==> src/rtl/copy_fork_n.sv <==
// copy_fork_n: eager N-way fork with an input FIFO.
// Each token carries a destination mask; every selected output handshakes
// independently and the head entry pops once all of its destinations have
// taken it. The next entry's mask is loaded on the same edge, so there is no bubble.
// Optional feature macro: COPY_FORK_INIT_TOKEN_EN. When it is defined, reset
// leaves one {all-ones mask, zero data} token in the FIFO so that feedback rings can start.
//
// Handshake semantics: a transfer happens on a rising edge where valid && ready.
// Once a producer raises valid, it holds valid and its payload stable until the transfer.
// in_ready and out_valid are functions of registered state only.
module copy_fork_n #(
  parameter int WIDTH   = 8,
  parameter int NUM_OUT = 2,
  parameter int DEPTH   = 4
) (
  input  logic                       clk,
  input  logic                       rst_n,
  input  logic                       in_valid,
  output logic                       in_ready,
  input  logic [WIDTH-1:0]           in_data,
  input  logic [NUM_OUT-1:0]         in_mask,
  output logic [NUM_OUT-1:0]         out_valid,
  input  logic [NUM_OUT-1:0]         out_ready,
  output logic [WIDTH-1:0]           out_data,
  output logic [$clog2(DEPTH):0]     occupancy
);

  localparam int PW = $clog2(DEPTH);
  localparam int OW = PW + 1;
  localparam int EW = NUM_OUT + WIDTH;

  // Storage: each entry is {mask, data}
  logic [EW-1:0]      mem_q [DEPTH];
  logic [EW-1:0]      mem_d [DEPTH];
  logic [PW-1:0]      rd_ptr_q, rd_ptr_d;
  logic [PW-1:0]      wr_ptr_q, wr_ptr_d;
  logic [OW-1:0]      occ_q, occ_d;
  logic [NUM_OUT-1:0] pending_q, pending_d;

  logic               empty;
  logic               full;
  logic               push;
  logic               pop;
  logic [NUM_OUT-1:0] hs;
  logic [EW-1:0]      head;
  logic [EW-1:0]      next_head;

  // Status, handshakes and output drive, derived from registered state
  always_comb begin
    empty     = (occ_q == '0);
    full      = (occ_q == OW'(DEPTH));
    head      = mem_q[rd_ptr_q];
    next_head = mem_q[rd_ptr_q + PW'(1)];
    out_valid = empty ? '0 : pending_q;
    out_data  = empty ? '0 : head[WIDTH-1:0];
    in_ready  = !full;
    occupancy = occ_q;
    hs        = out_valid & out_ready;
    push      = in_valid && !full;
    // The head retires once no destination remains outstanding after this cycle's handshakes.
    // A zero mask therefore retires on its first head cycle.
    pop       = !empty && ((pending_q & ~hs) == '0);
  end

  // Next-state: storage write, pointers, occupancy and pending-destination set
  always_comb begin
    mem_d = mem_q;
    if (push) mem_d[wr_ptr_q] = {in_mask, in_data};

    wr_ptr_d = push ? wr_ptr_q + PW'(1) : wr_ptr_q;
    rd_ptr_d = pop  ? rd_ptr_q + PW'(1) : rd_ptr_q;

    occ_d = occ_q;
    case ({push, pop})
      2'b10:   occ_d = occ_q + OW'(1);
      2'b01:   occ_d = occ_q - OW'(1);
      default: occ_d = occ_q;
    endcase

    pending_d = pending_q & ~hs;
    if (pop) begin
      // The entry behind the head becomes the new head. If the head was the only
      // entry, the token being pushed in this cycle becomes the new head instead.
      if (occ_q > OW'(1))  pending_d = next_head[EW-1:WIDTH];
      else if (push)       pending_d = in_mask;
      else                 pending_d = '0;
    end else if (empty) begin
      pending_d = push ? in_mask : '0;
    end
  end

  // State registers with synchronous active-low reset
  always_ff @(posedge clk) begin
    if (!rst_n) begin
      for (int i = 0; i < DEPTH; i++) mem_q[i] <= '0;
      rd_ptr_q <= '0;
`ifdef COPY_FORK_INIT_TOKEN_EN
      mem_q[0]  <= {{NUM_OUT{1'b1}}, {WIDTH{1'b0}}};
      wr_ptr_q  <= PW'(1);
      occ_q     <= OW'(1);
      pending_q <= '1;
`else
      wr_ptr_q  <= '0;
      occ_q     <= '0;
      pending_q <= '0;
`endif
    end else begin
      mem_q     <= mem_d;
      rd_ptr_q  <= rd_ptr_d;
      wr_ptr_q  <= wr_ptr_d;
      occ_q     <= occ_d;
      pending_q <= pending_d;
    end
  end

endmodule

==> config.mk <==
export PLATFORM = sky130hd
export DESIGN_NAME = copy_fork_n
export DESIGN_NICKNAME = d
export VERILOG_FILES = /design/src/rtl/copy_fork_n.sv
export SDC_FILE = /design/constraint.sdc
export NUM_CORES = 1
export LEC_CHECK = 0
export BUFFER_PORTS_ARGS = -buffer_cell sky130_fd_sc_hd__buf_2
export CORE_UTILIZATION = 41
export CTS_BUF_LIST = sky130_fd_sc_hd__clkbuf_4
export DETAILED_ROUTE_END_ITERATION = 12
export MAX_ROUTING_LAYER = met4
export PLACE_DENSITY = 0.61
export SETUP_SLACK_MARGIN = 0.4
export SYNTH_ARGS = -nofsm -noshare
export SYNTH_HDL_FRONTEND = slang
export SYNTH_SLANG_ARGS = --single-unit
==> constraint.sdc <==
create_clock -name clk -period 2.6 [get_ports clk]
set_input_delay 0.26 -clock clk [delete_from_list [all_inputs] [get_ports clk]]
set_output_delay 0.26 -clock clk [all_outputs]
set_load 0.1 [all_outputs]
Yosys cells after proc, flatten, opt, wreduce, memory -nomap -nowiden
Index checks and enable logic that the tools add are counted.
{"block": "classes", "n_reduce_logical": 8, "muxes": 16, "bitwise": 6, "eq_ne": 3, "order_cmp": 5, "addsub": 4}
{"operator": "10-bit binary-select mux with 2-bit select", "n": 2}
{"operator": "40-bit bitwise mux", "n": 1}
{"operator": "10-bit two-way mux", "n": 3}
{"operator": "8-bit two-way mux", "n": 3}
{"operator": "10-bit demux with 2-bit select", "n": 1}
{"operator": "2-bit two-way mux", "n": 5}
{"operator": "3-bit greater-or-equal comparator (second input constant)", "n": 3}
{"operator": "2-bit NOT with 3-bit output", "n": 3}
{"operator": "3-bit one-hot mux with 2 select lines", "n": 1}
{"operator": "2-bit by 1-bit adder with 2-bit output (second input constant)", "n": 2}
{"operator": "2-bit AND", "n": 2}
{"operator": "3-bit by 1-bit adder with 3-bit output (second input constant)", "n": 1}
{"operator": "3-bit == test (second input constant)", "n": 1}
{"operator": "3-bit by 1-bit > comparator with 1-bit output (second input constant)", "n": 1}
{"operator": "1-bit logical AND", "n": 3}
{"operator": "3-bit logical NOT", "n": 1}
{"operator": "3-bit by 1-bit less-than comparator with 1-bit output (second input constant)", "n": 1}
{"operator": "3-bit by 1-bit subtractor with 3-bit output (second input constant)", "n": 1}
{"operator": "2-bit by 1-bit == test with 1-bit output (second input constant)", "n": 1}
{"operator": "2-bit == test (second input constant)", "n": 1}
{"operator": "1-bit logical NOT", "n": 2}
{"operator": "2-bit logical NOT", "n": 1}
{"operator": "2-bit NOT", "n": 1}
{"operator": "2-bit nonzero test", "n": 1}
{"block": "totals", "inputBits": 15, "output_inout_bits": 14, "register_bits": 49, "wordCells": 50}

Logic depth before layout (Yosys ltp)
{"block": "logic_depth", "ltp_word": 9, "depth_mapped": 9, "ltp_nobuf": 8}

Worst setup path before layout
No wires, ideal clock.
{"block": "synth_timing", "path_type": "register -> output", "startpoint": "reg occ_q[1], in the netlist occupancy[1]", "endpoint": "out out_data[0]", "path_slack_ns": -0.956, "required_time_ns": 2.340, "stages_incl_launch_ff": 7, "t_arrival_ns": 3.296, "n_path_buf": 2, "cell_sequence": "dfxtp_1 > inv_1 > ha_1 > nor2b_2 > buf_6 > buf_2 > nor2b_1"}
{"block": "synth_via", "elab_chain_len": 2}
{"item": "start, declared", "line": "37", "text": "logic [OW-1:0] occ_q, occ_d;"}
{"item": "start signal, assigned", "line": "104", "text": "occ_q <= '0;"}
{"item": "start signal, assigned", "line": "111", "text": "occ_q <= occ_d;"}
{"item": "3-bit logical NOT", "line": "50", "text": "empty = (occ_q == '0);"}
{"item": "8-bit two-way mux", "line": "55", "text": "out_data = empty ? '0 : head[WIDTH-1:0];"}
{"item": "end, declared", "line": "24", "text": "output logic [WIDTH-1:0] out_data,"}
Every way passes these cells.

Worst setup path in the final report
{"block": "layout_timing", "startpoint": "reg rd_ptr_q[1]", "endpoint": "out out_data[4]"}
{"block": "layout_via", "elab_chain_len": 5}
{"item": "start, declared", "line": "35", "text": "logic [PW-1:0] rd_ptr_q, rd_ptr_d;"}
{"item": "start signal, assigned", "line": "109", "text": "rd_ptr_q <= rd_ptr_d;"}
{"item": "2-bit NOT with 3-bit output (implied by the code)", "line": "52", "text": "head = mem_q[rd_ptr_q];"}
{"item": "10-bit binary-select mux with 2-bit select", "line": "52"}
{"item": "8-bit two-way mux (implied by the code) (2 in series)", "line": "52"}
{"item": "8-bit two-way mux", "line": "55"}
Every way passes these cells. The select of a mux whose other input is x is not followed.

==> results.md <==
Pwr:
- The power density over cell area is 994 nW/um^2.
- The cell leakage power is 0.999 nW.
- The post-layout total power is 0.00277 W.
- The maximum resistive drop on vdd is 0.000679 V.

Yosys:
- The flop and latch count out of synthesis is between 40 and 50.
- The total of warnings raised by yosys is 0.
- The synthesized design spends more area on one cell type than any other, namely sky130_fd_sc_hd__dfxtp_1.
- The cell with the most instances after synthesis is sky130_fd_sc_hd__dfxtp_1.
- For this run, the leading register cell type out of synthesis is sky130_fd_sc_hd__dfxtp_1.
- Sorting the synthesized cells by area gives the leading types as sky130_fd_sc_hd__dfxtp_1, sky130_fd_sc_hd__mux4_2, sky130_fd_sc_hd__a21oi_1, sky130_fd_sc_hd__nand3_1, sky130_fd_sc_hd__nand2_1.
- When the netlist entered floorplanning its net count stood at between 200 and 300.
- Synthesis produced a netlist whose cell count is 266.
- Summing every instance area after synthesis gives 2350 sq um.
- The portion of the post-synthesis area used by sequential elements is roughly two fifths.
- The number of enable-type register cells in the synthesized netlist is 0.
- The mean post-synth cell area is a little under 9 sq um.
- After synthesis, the most frequently instantiated cells are sky130_fd_sc_hd__dfxtp_1, sky130_fd_sc_hd__nand2_1, sky130_fd_sc_hd__a21oi_1, sky130_fd_sc_hd__nand3_1, sky130_fd_sc_hd__nor2b_1.
- The fraction of post-synthesis cell area in the top cell type by area is 41.8%.
- The post-synthesis cell type count is 30.
- The async set-or-reset flop fraction in the synthesized netlist is 0%.

Cells and area:
- In the final design database the tool counted 317 nets.
- The filler cells instantiated in the layout total 523.
- The footprint of the multi-input gates is 1350 sq um.
- Of the cells placed in the final design, the portion with a size suffix greater than 1 is 27.2%.
- After routing the design area is 2790 sq um.
- Across the whole layout, storage elements account for 991 sq um.
- From synthesis to final layout, the design area changed by 18.8%.
- The count of inserted antenna diode cells is 0.

Clock tree:
- The clock buffer count from CTS is 5.
- After clock tree synthesis, the clock-pin slew on the worst setup and hold paths is roughly 0.14 ns.
- TritonCTS built the clock tree.
- The number of buffers inserted to repair setup after CTS is 0.
- The clock reaches the later pin of the worst-skew pair after 0.36 ns.
- The sink count of the clock tree is between 40 and 50.
- The tree is rooted in a sky130_fd_sc_hd__clkbuf_4.
- The H-tree depth is 2.
- Hold repair after CTS inserted 0 buffers.
- Counting along the longest clock path gives a buffer depth of 2.

STA:
- The final number of setup-violating endpoints is 0.
- In the final timing run, aggregate negative setup slack is 0 ns.
- Setup repair after global routing left no endpoint under its margin.
- The max-slew headroom at the worst pin is about two thirds.
- At the pin with the least slew margin, the transition time is 0.522 ns.
- The count of final max-slew check failures is 0.
- Clock skew on the completed layout was measured at 0.0136 ns.
- Of the available clock period, the critical path in the final layout requires 81.6%.
- Timing would allow up to 471 MHz.
- The worst path needs roughly 2.1 ns of the cycle, external delays included.
- The number of endpoints with negative hold slack in the final report is 0.

Critical path:
- The worst setup path is launched from a flip-flop.
- In this run the worst path has a maximum fanout of 10.
- The cell at the slowest stage of the critical path is sky130_fd_sc_hd__mux4_2.
- The number of cells on the worst reg-to-reg path is 7.
- Among cell families on the critical path, the largest total delay comes from multiplexers.
- In this design, the stage delay of the slowest critical-path cell is 0.52 ns.
- The endpoint of the worst-slack reg-to-reg timing path is occupancy[2]$_SDFFE_PN0P_.
- The number of buffer and inverter stages on the critical path is 2.
- The setup check on the worst reg-to-reg path leaves a slack of 0.67 ns.
- The path type of the worst setup path is flip-flop to primary output.
- Walking the worst path, the cells encountered are buf_6, mux4_2, nor2b_4, buf_4.
- The start of the worst register-to-register path is occupancy[0]$_SDFFE_PN0P_.
- The required time at the worst-slack endpoint is 2.34 ns.
- For the worst setup path, the data arrival time is ~1.9 ns.
- The worst setup path is captured at a primary output.

Global routing:
- The number of global-route vias before repair was 1807.
- The total routing usage reported by global routing is between 20% and 30%.
- The largest net degree at the start of global routing is 50.
- The fraction of met3 tracks used by global routing is under 10%.
- Global routing used about a third of the available met2 tracks.
- The number of antenna violations at the first check in global routing is 0.
- In the global route stage, met1 resource usage came out at 24.9%.
- The layer carrying the most global-route usage is met2.
- For this run the aggregate overflow at the end of global routing stands at 0.
- The first global-routing pass estimated ~9000 um of wire.

Hold path:
- The cell depth of the worst min-delay path is 3.
- The path with the worst hold slack has its endpoint at mem_q[22]$_SDFFE_PN0P_.
- The worst hold-check path type is primary input to flip-flop.
- The startpoint of the lowest-slack hold path is in_data[2].

Floorplanning:
- Pin placement for this block handled 29 I/O pins.
- Once the floorplan was initialized, standard cells occupied 42.6% of the core.
- In this run the core area contains 27 standard-cell rows.
- The core region area is 5510 sq um.
- The die covers 6030 sq um.
- The die extent in y is approximately 80 um.
- Measured along the x axis, the die boundary spans 77.7 um.

Drt:
- The aggregate routed wire length is 5490 um.
- Detailed routing inserted a total of 1926 vias.
- Dividing the detail-routed via count by the number of cells gives 5.26.
- The count of nets left with antenna violations after detail routing is 0.
- For this run, design rule violations remaining after detail routing come to 0.
- Dividing the detail-routed wire length by the instance count gives 15.0 um.
- After the first detailed-routing iteration, the DRC count stood at between 100 and 150.
- The number of detailed-routing iterations run before antenna repair is 4.

Outcome:
- The flow ran to the end, and the final reports show no timing, DRC or antenna violations.

Placement:
- During placement, the flow inserted port buffers numbering 28.
- Detailed placement ended at an HPWL of 3470 um.
- The final RePlAce weighted congestion is 0.742.
- The post-detailed-placement cell area is ~2700 sq um.

Job:
- The reported max-cap violation count is 0.
-- worst reg2reg max path, cell delays in order, from the launching register on --
cell and delay (ns):
sky130_fd_sc_hd__dfxtp_4 0.40, sky130_fd_sc_hd__inv_1 0.06, sky130_fd_sc_hd__ha_1 0.25, sky130_fd_sc_hd__nor2b_4 0.17, sky130_fd_sc_hd__nor3_4 0.24, sky130_fd_sc_hd__ha_4 0.27
sky130_fd_sc_hd__or3_1 0.34, sky130_fd_sc_hd__a21oi_1 0.15
-- worst max path at each step --
stage | from | end | depth (start not counted)
after floorplan | occupancy[0]$_SDFFE_PN0P_ | out_data[0] | 6
after global placement | occupancy[0]$_SDFFE_PN0P_ | out_data[4] | 6
after detailed placement | occupancy[0]$_SDFFE_PN0P_ | out_data[6] | 6
after CTS | occupancy[0]$_SDFFE_PN0P_ | out_data[6] | 6
after global routing | rd_ptr_q[1]$_SDFFE_PN0P_ | out_data[4] | 4
final | rd_ptr_q[1]$_SDFFE_PN0P_ | out_data[4] | 4
-- cells by family (layout without fill, tap and decap cells) --
group	after synthesis	in the layout	share of synthesized area, %
simple gates	117	117	24.8
compound gates	51	51	11.8
flops	49	49	41.8
buf+inv	24	52	5.01
mux	11	11	10.0
fa+ha+maj	9	9	4.79
xor+xnor	5	5	1.87
-- where the power goes --
group / internal [W] / total [W] / switching, W
registers: 0.000849 / 0.000939 / 0.0000900
logic: 0.000475 / 0.00138 / 0.000908
clock network: 0.000211 / 0.000450 / 0.000239
-- cell type report --
| type | count | share of cell area, % |
|---|---|---|
| clock buffers | 6 | 1.62 |
| clock inverters | 2 | 1.21 |
| inverters | 6 | 0.808 |
| multi-input cells | 193 | 48.4 |
| flip-flops and latches | 49 | 35.5 |
| well taps | 72 | 3.23 |
| repair buffers | 38 | 9.20 |
-- state kept, by name (all words and copies together) (netlist names) --
name / count
rd_ptr_q: 2
wr_ptr_q: 2
pending_q: 2
occupancy: 3
mem_q: 40
-- metrics by stage --
step / utilization [%] / hold WS (ns) / worst slack (ns) / cells
after global placement: 48.4 / 0.440 / 0.686 / 358
after detailed placement: 48.4 / 0.445 / 0.664 / 358
after global routing: 50.6 / 0.132 / 0.407 / 366
after floorplan: - / 0.407 / 0.418 / 266
final: 50.6 / 0.161 / 0.479 / 366
after CTS: 50.4 / 0.147 / 0.410 / 366
-- cell usage in the layout (no fill, tap or decap), types with 2 or more instances in the layout --
master / n
sky130_fd_sc_hd__nand2_2: 4
sky130_fd_sc_hd__xor2_1: 2
sky130_fd_sc_hd__nand2b_1: 2
sky130_fd_sc_hd__nand3_1: 42
sky130_fd_sc_hd__a31oi_1: 4
sky130_fd_sc_hd__nor2b_1: 2
sky130_fd_sc_hd__xnor2_1: 3
sky130_fd_sc_hd__nand4_1: 2
sky130_fd_sc_hd__clkbuf_4: 6
sky130_fd_sc_hd__nand2_1: 43
sky130_fd_sc_hd__dfxtp_4: 2
sky130_fd_sc_hd__buf_2: 18
sky130_fd_sc_hd__buf_4: 18
sky130_fd_sc_hd__nor2b_4: 11
sky130_fd_sc_hd__dfxtp_2: 2
sky130_fd_sc_hd__nor2_1: 8
sky130_fd_sc_hd__mux4_2: 10
sky130_fd_sc_hd__dfxtp_1: 45
sky130_fd_sc_hd__inv_1: 5
sky130_fd_sc_hd__ha_1: 8
sky130_fd_sc_hd__a21oi_1: 42
-- what timing repair did --
| item | 4_1_cts | 5_1_grt |
|---|---|---|
| setup endpoints to repair | 10 | 10 |
| gates cloned | 0 | 0 |
| resized for setup | 13 | 3 |
-- routing by layer --
layer | share of wire [%] | vias to the layer above
li1 | - | 975
met1 | 46 | 915
met2 | 50 | 26
met3 | 2.5 | 10
met4 | 1.8 | 0
met5 | 0 | -
Power figures use the tool's default switching activity.
